File: src/rtl/rega_pkg.sv
// rega_pkg: shared state encoding, digit maxima and preset clamp for the irrigation timer.
package rega_pkg;
    localparam logic [1:0] ST_IDLE  = 2'd0;
    localparam logic [1:0] ST_RUN   = 2'd1;
    localparam logic [1:0] ST_PAUSE = 2'd2;
    localparam logic [1:0] ST_DONE  = 2'd3;
    typedef enum logic [1:0] {
        IDLE  = ST_IDLE,
        RUN   = ST_RUN,
        PAUSE = ST_PAUSE,
        DONE  = ST_DONE
    } state_t;
    localparam logic [3:0] MAX_USEC = 4'd9;
    localparam logic [3:0] MAX_DSEC = 4'd5;
    localparam logic [3:0] MAX_MIN  = 4'd9;
    function automatic logic [3:0] clamp_bcd(input logic [3:0] v, input logic [3:0] mx);
        return (v > mx) ? mx : v;
    endfunction
endpackage

File: src/rtl/bcd_down_digit.sv
// bcd_down_digit: loadable BCD down-counter digit that wraps 0 -> MAX and flags the borrow.
module bcd_down_digit #(
    parameter logic [3:0] MAX = 4'd9
) (
    input  logic       clock,
    input  logic       reset,
    input  logic       load,
    input  logic [3:0] load_val,
    input  logic       en,
    output logic [3:0] q,
    output logic       borrow
);
    logic [3:0] q_q, q_d;
    always_comb begin
        q_d = load ? load_val : en ? ((q_q == 4'd0) ? MAX : q_q - 4'd1) : q_q;
    end
    always_ff @(posedge clock or posedge reset) begin
        if (reset) q_q <= 4'd0;
        else       q_q <= q_d;
    end
    assign q      = q_q;
    assign borrow = en & (q_q == 4'd0);
endmodule

File: src/rtl/rega_timer_ctrl.sv
// rega_timer_ctrl: M:SS irrigation countdown sequencer with 1 Hz prescaler,
// BCD borrow chain and valve/busy/done decode from the state register.
module rega_timer_ctrl
    import rega_pkg::*;
#(
    parameter int unsigned TICKS_PER_SEC = 50_000_000,
    parameter int          PSC_W         = 26
) (
    input  logic       clock,
    input  logic       reset,
    input  logic       start,
    input  logic       pause,
    input  logic       abort,
    input  logic [3:0] min_set,
    input  logic [3:0] dsec_set,
    input  logic [3:0] usec_set,
    output logic [3:0] q_min,
    output logic [3:0] q_dsec,
    output logic [3:0] q_usec,
    output logic       valve,
    output logic       busy,
    output logic       done
);
    state_t             state_q, state_d;
    logic [PSC_W-1:0]   psc_q, psc_d;
    logic [3:0]         pre_min, pre_dsec, pre_usec;
    logic               load, tick, nonzero, is_last, dig_en;
    logic               borrow_u, borrow_d, borrow_m;

    assign pre_min  = clamp_bcd(min_set, MAX_MIN);
    assign pre_dsec = clamp_bcd(dsec_set, MAX_DSEC);
    assign pre_usec = clamp_bcd(usec_set, MAX_USEC);
    assign load     = abort | (state_q == IDLE && start);
    assign tick     = state_q == RUN && !abort && !pause && psc_q == PSC_W'(TICKS_PER_SEC - 1);
    assign nonzero  = |{q_min, q_dsec, q_usec};
    assign is_last  = q_min == 4'd0 && q_dsec == 4'd0 && q_usec == 4'd1;
    assign dig_en   = tick & nonzero;

    always_comb begin
        state_d = state_q;
        psc_d   = psc_q;
        if (abort) begin
            state_d = IDLE;
            psc_d   = '0;
        end else begin
            case (state_q)
                IDLE: if (start) begin
                    state_d = |{pre_min, pre_dsec, pre_usec} ? RUN : DONE;
                    psc_d   = '0;
                end
                RUN: begin
                    // pause outranks the tick, so a terminal count is held until resume
                    state_d = pause ? PAUSE : (tick && (is_last || borrow_m)) ? DONE : RUN;
                    psc_d   = pause ? psc_q : tick ? '0 : psc_q + PSC_W'(1);
                end
                PAUSE:   state_d = pause ? PAUSE : RUN;
                default: state_d = IDLE;
            endcase
        end
    end

    always_ff @(posedge clock or posedge reset) begin
        if (reset) begin
            state_q <= IDLE;
            psc_q   <= '0;
        end else begin
            state_q <= state_d;
            psc_q   <= psc_d;
        end
    end

    bcd_down_digit #(.MAX(MAX_USEC)) u_usec (
        .clock(clock), .reset(reset), .load(load), .load_val(abort ? 4'd0 : pre_usec),
        .en(dig_en), .q(q_usec), .borrow(borrow_u)
    );
    bcd_down_digit #(.MAX(MAX_DSEC)) u_dsec (
        .clock(clock), .reset(reset), .load(load), .load_val(abort ? 4'd0 : pre_dsec),
        .en(borrow_u), .q(q_dsec), .borrow(borrow_d)
    );
    bcd_down_digit #(.MAX(MAX_MIN)) u_min (
        .clock(clock), .reset(reset), .load(load), .load_val(abort ? 4'd0 : pre_min),
        .en(borrow_d), .q(q_min), .borrow(borrow_m)
    );

    assign valve = state_q == RUN;
    assign busy  = state_q == RUN || state_q == PAUSE;
    assign done  = state_q == DONE;
endmodule

File: config.mk
export PLATFORM = sky130hd
export DESIGN_NAME = rega_timer_ctrl
export DESIGN_NICKNAME = d
export VERILOG_FILES = /design/src/rtl/rega_pkg.sv /design/src/rtl/bcd_down_digit.sv /design/src/rtl/rega_timer_ctrl.sv
export SDC_FILE = /design/constraint.sdc
export NUM_CORES = 1
export LEC_CHECK = 0
export BUFFER_PORTS_ARGS = -buffer_cell sky130_fd_sc_hd__buf_2
export CAP_MARGIN = 20
export CORE_MARGIN = 1
export CORE_UTILIZATION = 29
export CTS_CLUSTER_SIZE = 28
export DETAILED_ROUTE_END_ITERATION = 8
export GPL_ROUTABILITY_DRIVEN = 1
export PLACE_DENSITY = 0.58
export RECOVER_POWER = 25
export SLEW_MARGIN = 30
export SYNTH_ARGS = -nofsm -noshare
export SYNTH_HDL_FRONTEND = slang
export SYNTH_SLANG_ARGS = --single-unit
File: constraint.sdc
create_clock -name clock -period 6.3 [get_ports clock]
set_clock_uncertainty 0.15 [all_clocks]
set_input_delay 0.315 -clock clock [delete_from_list [all_inputs] [get_ports clock]]
set_output_delay 0.315 -clock clock [all_outputs]
set_load 0.02 [all_outputs]
# Yosys cells after proc, flatten, opt, wreduce, memory -nomap -nowiden
# Cells that the tools add are included.
# word_totals
register_bits,40
inputBits,17
out_inout_bits,15
wordCells,73
# op_classes
addsub,4
magnitude_cmp,3
n_eq_ne,7
n_mux,27
n_bitwise,5
reduce_logical,22
# op_table
cell,count
2-to-1 mux 26 bit,4
2-to-1 mux 4 bit,15
one-hot mux 26 bit (2 select lines),1
"adder 26 x 1 -> 26 bit, second input constant",1
"equality test 26 bit, second input constant",1
OR reduction 12 bit,2
logical NOT 4 bit,3
2-to-1 mux 2 bit,6
"subtractor 4 x 1 -> 4 bit, second input constant",3
"greater-than comparator 4 bit, second input constant",2
logical AND 1 bit,7
"!= test 3 bit, second input constant",2
one-hot mux 2 bit (3 select lines),1
nonzero test 2 bit,3
AND 1 bit,4
"equality test 2 bit, second input constant",2
"equality test 4 x 1 -> 1 bit, second input constant",1
"greater-than comparator 4 x 3 -> 1 bit, second input constant",1
AND reduction 3 bit,1
nonzero test 3 bit,1
"equality test 2 x 1 -> 1 bit, second input constant",1
logical NOT 1 bit,2
logical NOT 2 bit,1
logical OR 1 bit,2
bitwise OR 1 bit,1

# Longest topological paths before layout
# depth
depth_word,14
mapped_depth,8
depth_no_buf,7

# Modules after synthesis
# From an unflattened synthesis, not the netlist that was laid out.
# unflattened
cells_unflattened,307
hier_area_um2,2655.0
# modules_own_cells
mod,n_inst,cells_each,area_each_um2,seq_area_each_um2
rega_timer_ctrl,1,240,1975.6,700.7
bcd_down_digit (u_min ...),2,23,239.0,100.1
bcd_down_digit (u_dsec),1,21,201.4,100.1

# Least setup slack after synthesis
# No wires, ideal clock.
# synth_timing
kind,register -> register
start,reg state_q[0]
end,reg psc_q[7]
setup_time_ps,128
arrival_time_ps,2190
required_ps,6022
slack_ps,3831
path_stages_with_launch,8
path_buffers,1
synth_period_minus_slack_ps,2469
cell_sequence,dfrtp_1 -> ha_1 -> or2_2 -> a31oi_1 -> clkbuf_1 -> nor3_1 -> o21ai_0 -> o21ai_1
# synth_between
elab_chain_len,8
word_cells_on_any_way,13
classes_between,3 x eq/ne; 4 x mux; 6 x reduce/logical
# synth_rtl
item,line,source
"start, declared",rega_timer_ctrl.sv:24,"state_t state_q, state_d;"
"start signal, assigned",rega_timer_ctrl.sv:67,state_q <= state_d;
equality test 2 x 1 -> 1 bit *,--,
via valve,rega_timer_ctrl.sv:20,"output logic valve,"
logical AND 1 bit (3 in a row),rega_timer_ctrl.sv:34,assign tick = state_q == RUN && !abort && !pause && psc_q == PSC_W'(TICKS_PER_SEC - 1);
2-to-1 mux 26 bit (2 in a row),rega_timer_ctrl.sv:54,psc_d = pause ? psc_q : tick ? '0 : psc_q + PSC_W'(1);
one-hot mux 26 bit (2 select lines),rega_timer_ctrl.sv:46,case (state_q)
2-to-1 mux 26 bit,rega_timer_ctrl.sv:42,if (abort) begin
"end signal, assigned",rega_timer_ctrl.sv:68,psc_q <= psc_d;
"end, declared",rega_timer_ctrl.sv:25,"logic [PSC_W-1:0] psc_q, psc_d;"
# Mark *: on every way through the listed nets, which the timed path passes. The rest lies on a longest branch. The select of a mux whose other input is x is not followed.
# A chain may end at the register's enable or synchronous reset.

# Final worst setup path
# layout_timing
start,reg psc_q[0]
end,reg psc_q[22]
# layout_between
elab_chain_len,6
word_cells_on_any_way,7
classes_between,1 x add/sub; 1 x eq/ne; 4 x mux; 1 x reduce/logical
# layout_rtl
item,line
branches (longest 2 deep; another with adder 26 x 1 -> 26 bit),--
2-to-1 mux 26 bit * (2 in a row),rega_timer_ctrl.sv:54
one-hot mux 26 bit (2 select lines) *,rega_timer_ctrl.sv:46
2-to-1 mux 26 bit *,rega_timer_ctrl.sv:42
# Every way passes the cells marked *. The select of a mux whose other input is x is not followed.

==> results.md <==
- Status: finished, violations left
- Failing checks: max-capacitance violations, max-slew violations
- Vias in the first global route: approximately 2.1k
- Register Area: about 0.001 mm^2
- Clock Sinks: 40
- Fin crit share: between 40% and 50%
- Main area contributors after synthesis: dfrtp_1 (41%), nor2_1 (5.8%), xnor2_1 (4.7%), nand4_1 (3.6%), nand2_1 (3.5%)
- Hold buffers post-CTS: 0
- Gr ovfl total: 0
- Worst reg2reg startpoint: psc_q[0]
- Yosys reg bits: 40
- # placed instances: 404
- Initial antenna violation count: 0
- R2R cell count: 7
- EDFF count, synth: 0
- Worst Hold Class: input pin to flip-flop
- Unrepaired setup endpoints after global routing: no
- Area added between synthesis and finish: 15.8%
- Post-synth top cells: dfrtp_1 (40), nor2_1 (38), nand2_1 (23), nor3_1 (15), nand4_1 (14)
- Die W: between 90 and 100 um
- Maxcap violations: 1
- Share of cells above drive strength 1: between 15 and 20%
- Seq/Total Area, Yosys: 40.9%
- H-tree depth: 2
- Non-filler cells, final: roughly 410
- Worst-Margin Slew: 2170 ps
- Final WL: 6050 um
- Area fraction of the dominant cell type after synthesis: 40.9%
- Filler instances: roughly 860
- Ys flop type: dfrtp_1
- Starting DRT DRC Count: 150
- CTS tree: done
- Via count: 2242
- I/O pin cnt: 32
- GRT Total Usage: around 15%
- Max_slew headroom: -44.5%
- RePlAce Congestion: 0.827
- Detail Route Antenna Nets: 0
- Placeable Area: between 0.008 and 0.009 mm^2
- Crit start category: flip-flop
- Mapped Area: about 0.0024 mm^2
- Synth Area in Simple Gates: around 33%
- Crit path DAT: 2720 ps
- Syn. warnings: 0
- Peak Freq: 0.373 GHz
- Die H: 93.8 um
- Synth cell types: 53
- Fin util: between 30% and 40%
- Fin. max-slew vios: 41
- Port Buffers: 31
- Compound-Gate Fraction of Synth Area: 12.4%
- Cells after synthesis: between 200 and 300
- Min-delay src: usec_set[1]
- Mux cell area share after synthesis: 0.409%
- Setup Viol. Count Final: 0
- CTS Buf Count: 5
- Power per cell area: between 200 and 250 mW/mm^2
- Top-count cell post-synth: dfrtp_1
- Adder-Cell Fraction of Synth Area: approximately 2.6%
- Clk_lat worst skew: 300 ps
- Syn Nets: about 300
- Max VDD drop: ~82 uV
- Drt pass-1 iters: 5
- # diodes: 0
- Critical Path RT: 6340 ps
- Async set-reset flop share out of synthesis: 100%
- Total Nets Final: about 330
- DR vias/cell: ~5.4
- Largest family of logic cells by synthesized area: simple AND/OR/NAND/NOR gates
- Minimum clock period: 2680 ps
- Area taken by multi-input logic gates: around 0.0014 mm^2
- HPWL after detailed placement: between 4000 and 5000 um
- Avg Synthesized Cell Area: roughly 8.9 um^2
- CP Max Fanout: 14
- Die ar.: 0.00880 mm^2
- P_leak: approximately 1.2 nW
- Largest net degree at the start of global routing: a little over 40
- Register clock-pin slew on the reported worst setup and hold paths: 90 ps
- Post-CTS sizing: 0
- Cell count of the worst hold path: 3
- Post-route DRC: 0
- Routed length per instance: around 15 um
- FP Rows: 33
- First-pass GRT wire length: around 11000 um
- Clock root cell: clkbuf_8
- CTS max path bufs: 2
- Xor/xnor share of the synthesized area: between 7 and 8%
- Total negative slack: 0 ps
- Critical path class: flip-flop to flip-flop
- Initial Util: about 30%
- Setup Buffers After CTS: 0
- Crit path launch: psc_q[0]
- CP endpoint kind: flip-flop
- Final hold viol count: 0
- Synth area leader: dfrtp_1
==> cell type report <==
class	count	area share [%]
sequential	40	35.4
clock buffer	7	3.40
tap	105	4.64
timing repair buffer	34	6.15
clock inverter	1	1.06
multi-input combinational	218	48.5
inverter	7	0.928
==> registers in the layout, summed over array words and instances (netlist names) <==
register / count
state_q: 2
u_usec.q: 4
u_min.q: 4
u_dsec.q: 4
psc_q: 26
==> metrics by stage <==
step	hold WS [ps]	total power [mW]	area, um^2	setup slack, ps
after global placement	330	0.391	2710	3710
after floorplan	281	0.356	2440	3830
after detailed placement	325	0.393	2710	3600
final	112	0.623	2830	3620
after global routing	124	0.655	2830	3310
after CTS	3.73	0.631	2830	3610
==> routing by layer <==
layer	share of wire (%)	wire length, um	track usage [%]	vias to the layer above
met5	0	0	0	-
met4	0.28	17	4.87	0
met3	3.3	199	2.91	4
met2	47	2860	23.5	50
met1	49	2970	21.5	1106
li1	-	-	-	1082
==> kinds of logic after synthesis <==
family	after synthesis
adder cells (fa/ha/maj)	5
AND/OR/NAND/NOR	148
XOR/XNOR	21
buffers and inverters	18
flip-flops	40
multiplexers	1
AO/OA/AOI/OAI	43
==> cell usage in the layout, fill, tap and decap left out, types with 3 or more instances in the layout <==
cell / instances
a21oi_1: 6
a31oi_1: 3
and2_1: 3
and3_1: 8
buf_2: 31
clkbuf_8: 7
dfrtp_1: 40
ha_1: 5
inv_1: 7
nand2_1: 23
nand3_1: 9
nand4_1: 14
nor2_1: 38
nor3_1: 15
nor4_1: 10
nor4b_1: 5
o21ai_0: 8
o31ai_1: 3
or4_1: 3
xnor2_1: 13
xor2_1: 8
==> path summary, 6_finish.rpt <==
path / slack (ps) / end
setup / recovery: 3620 / psc_q[22]
hold / removal: 110 / u_usec.q[1]
setup reg to reg: 3620 / psc_q[22]
hold reg to reg: 390 / psc_q[1]
max in group asynchronous: 4110 / psc_q[13]
min in group asynchronous: 640 / u_dsec.q[0]
==> report_power, final <==
group          leakage [nW]  internal, mW  total, mW  switching [mW]
sequential            0.550         0.264      0.278          0.0134
clock                0.0645         0.140      0.237          0.0966
combinational         0.559        0.0350      0.109          0.0740
total                  1.17         0.439      0.623           0.184
==> critical path, cell delays in order, from the launching register on <==
cell	delay (ps)
dfrtp_1	420
ha_1	190
nand3_1	330
nor4_2	360
a21oi_1	210
nor2_1	520
buf_4	310
nor3_1	70
Note: power is estimated with default switching activity, not from simulation.
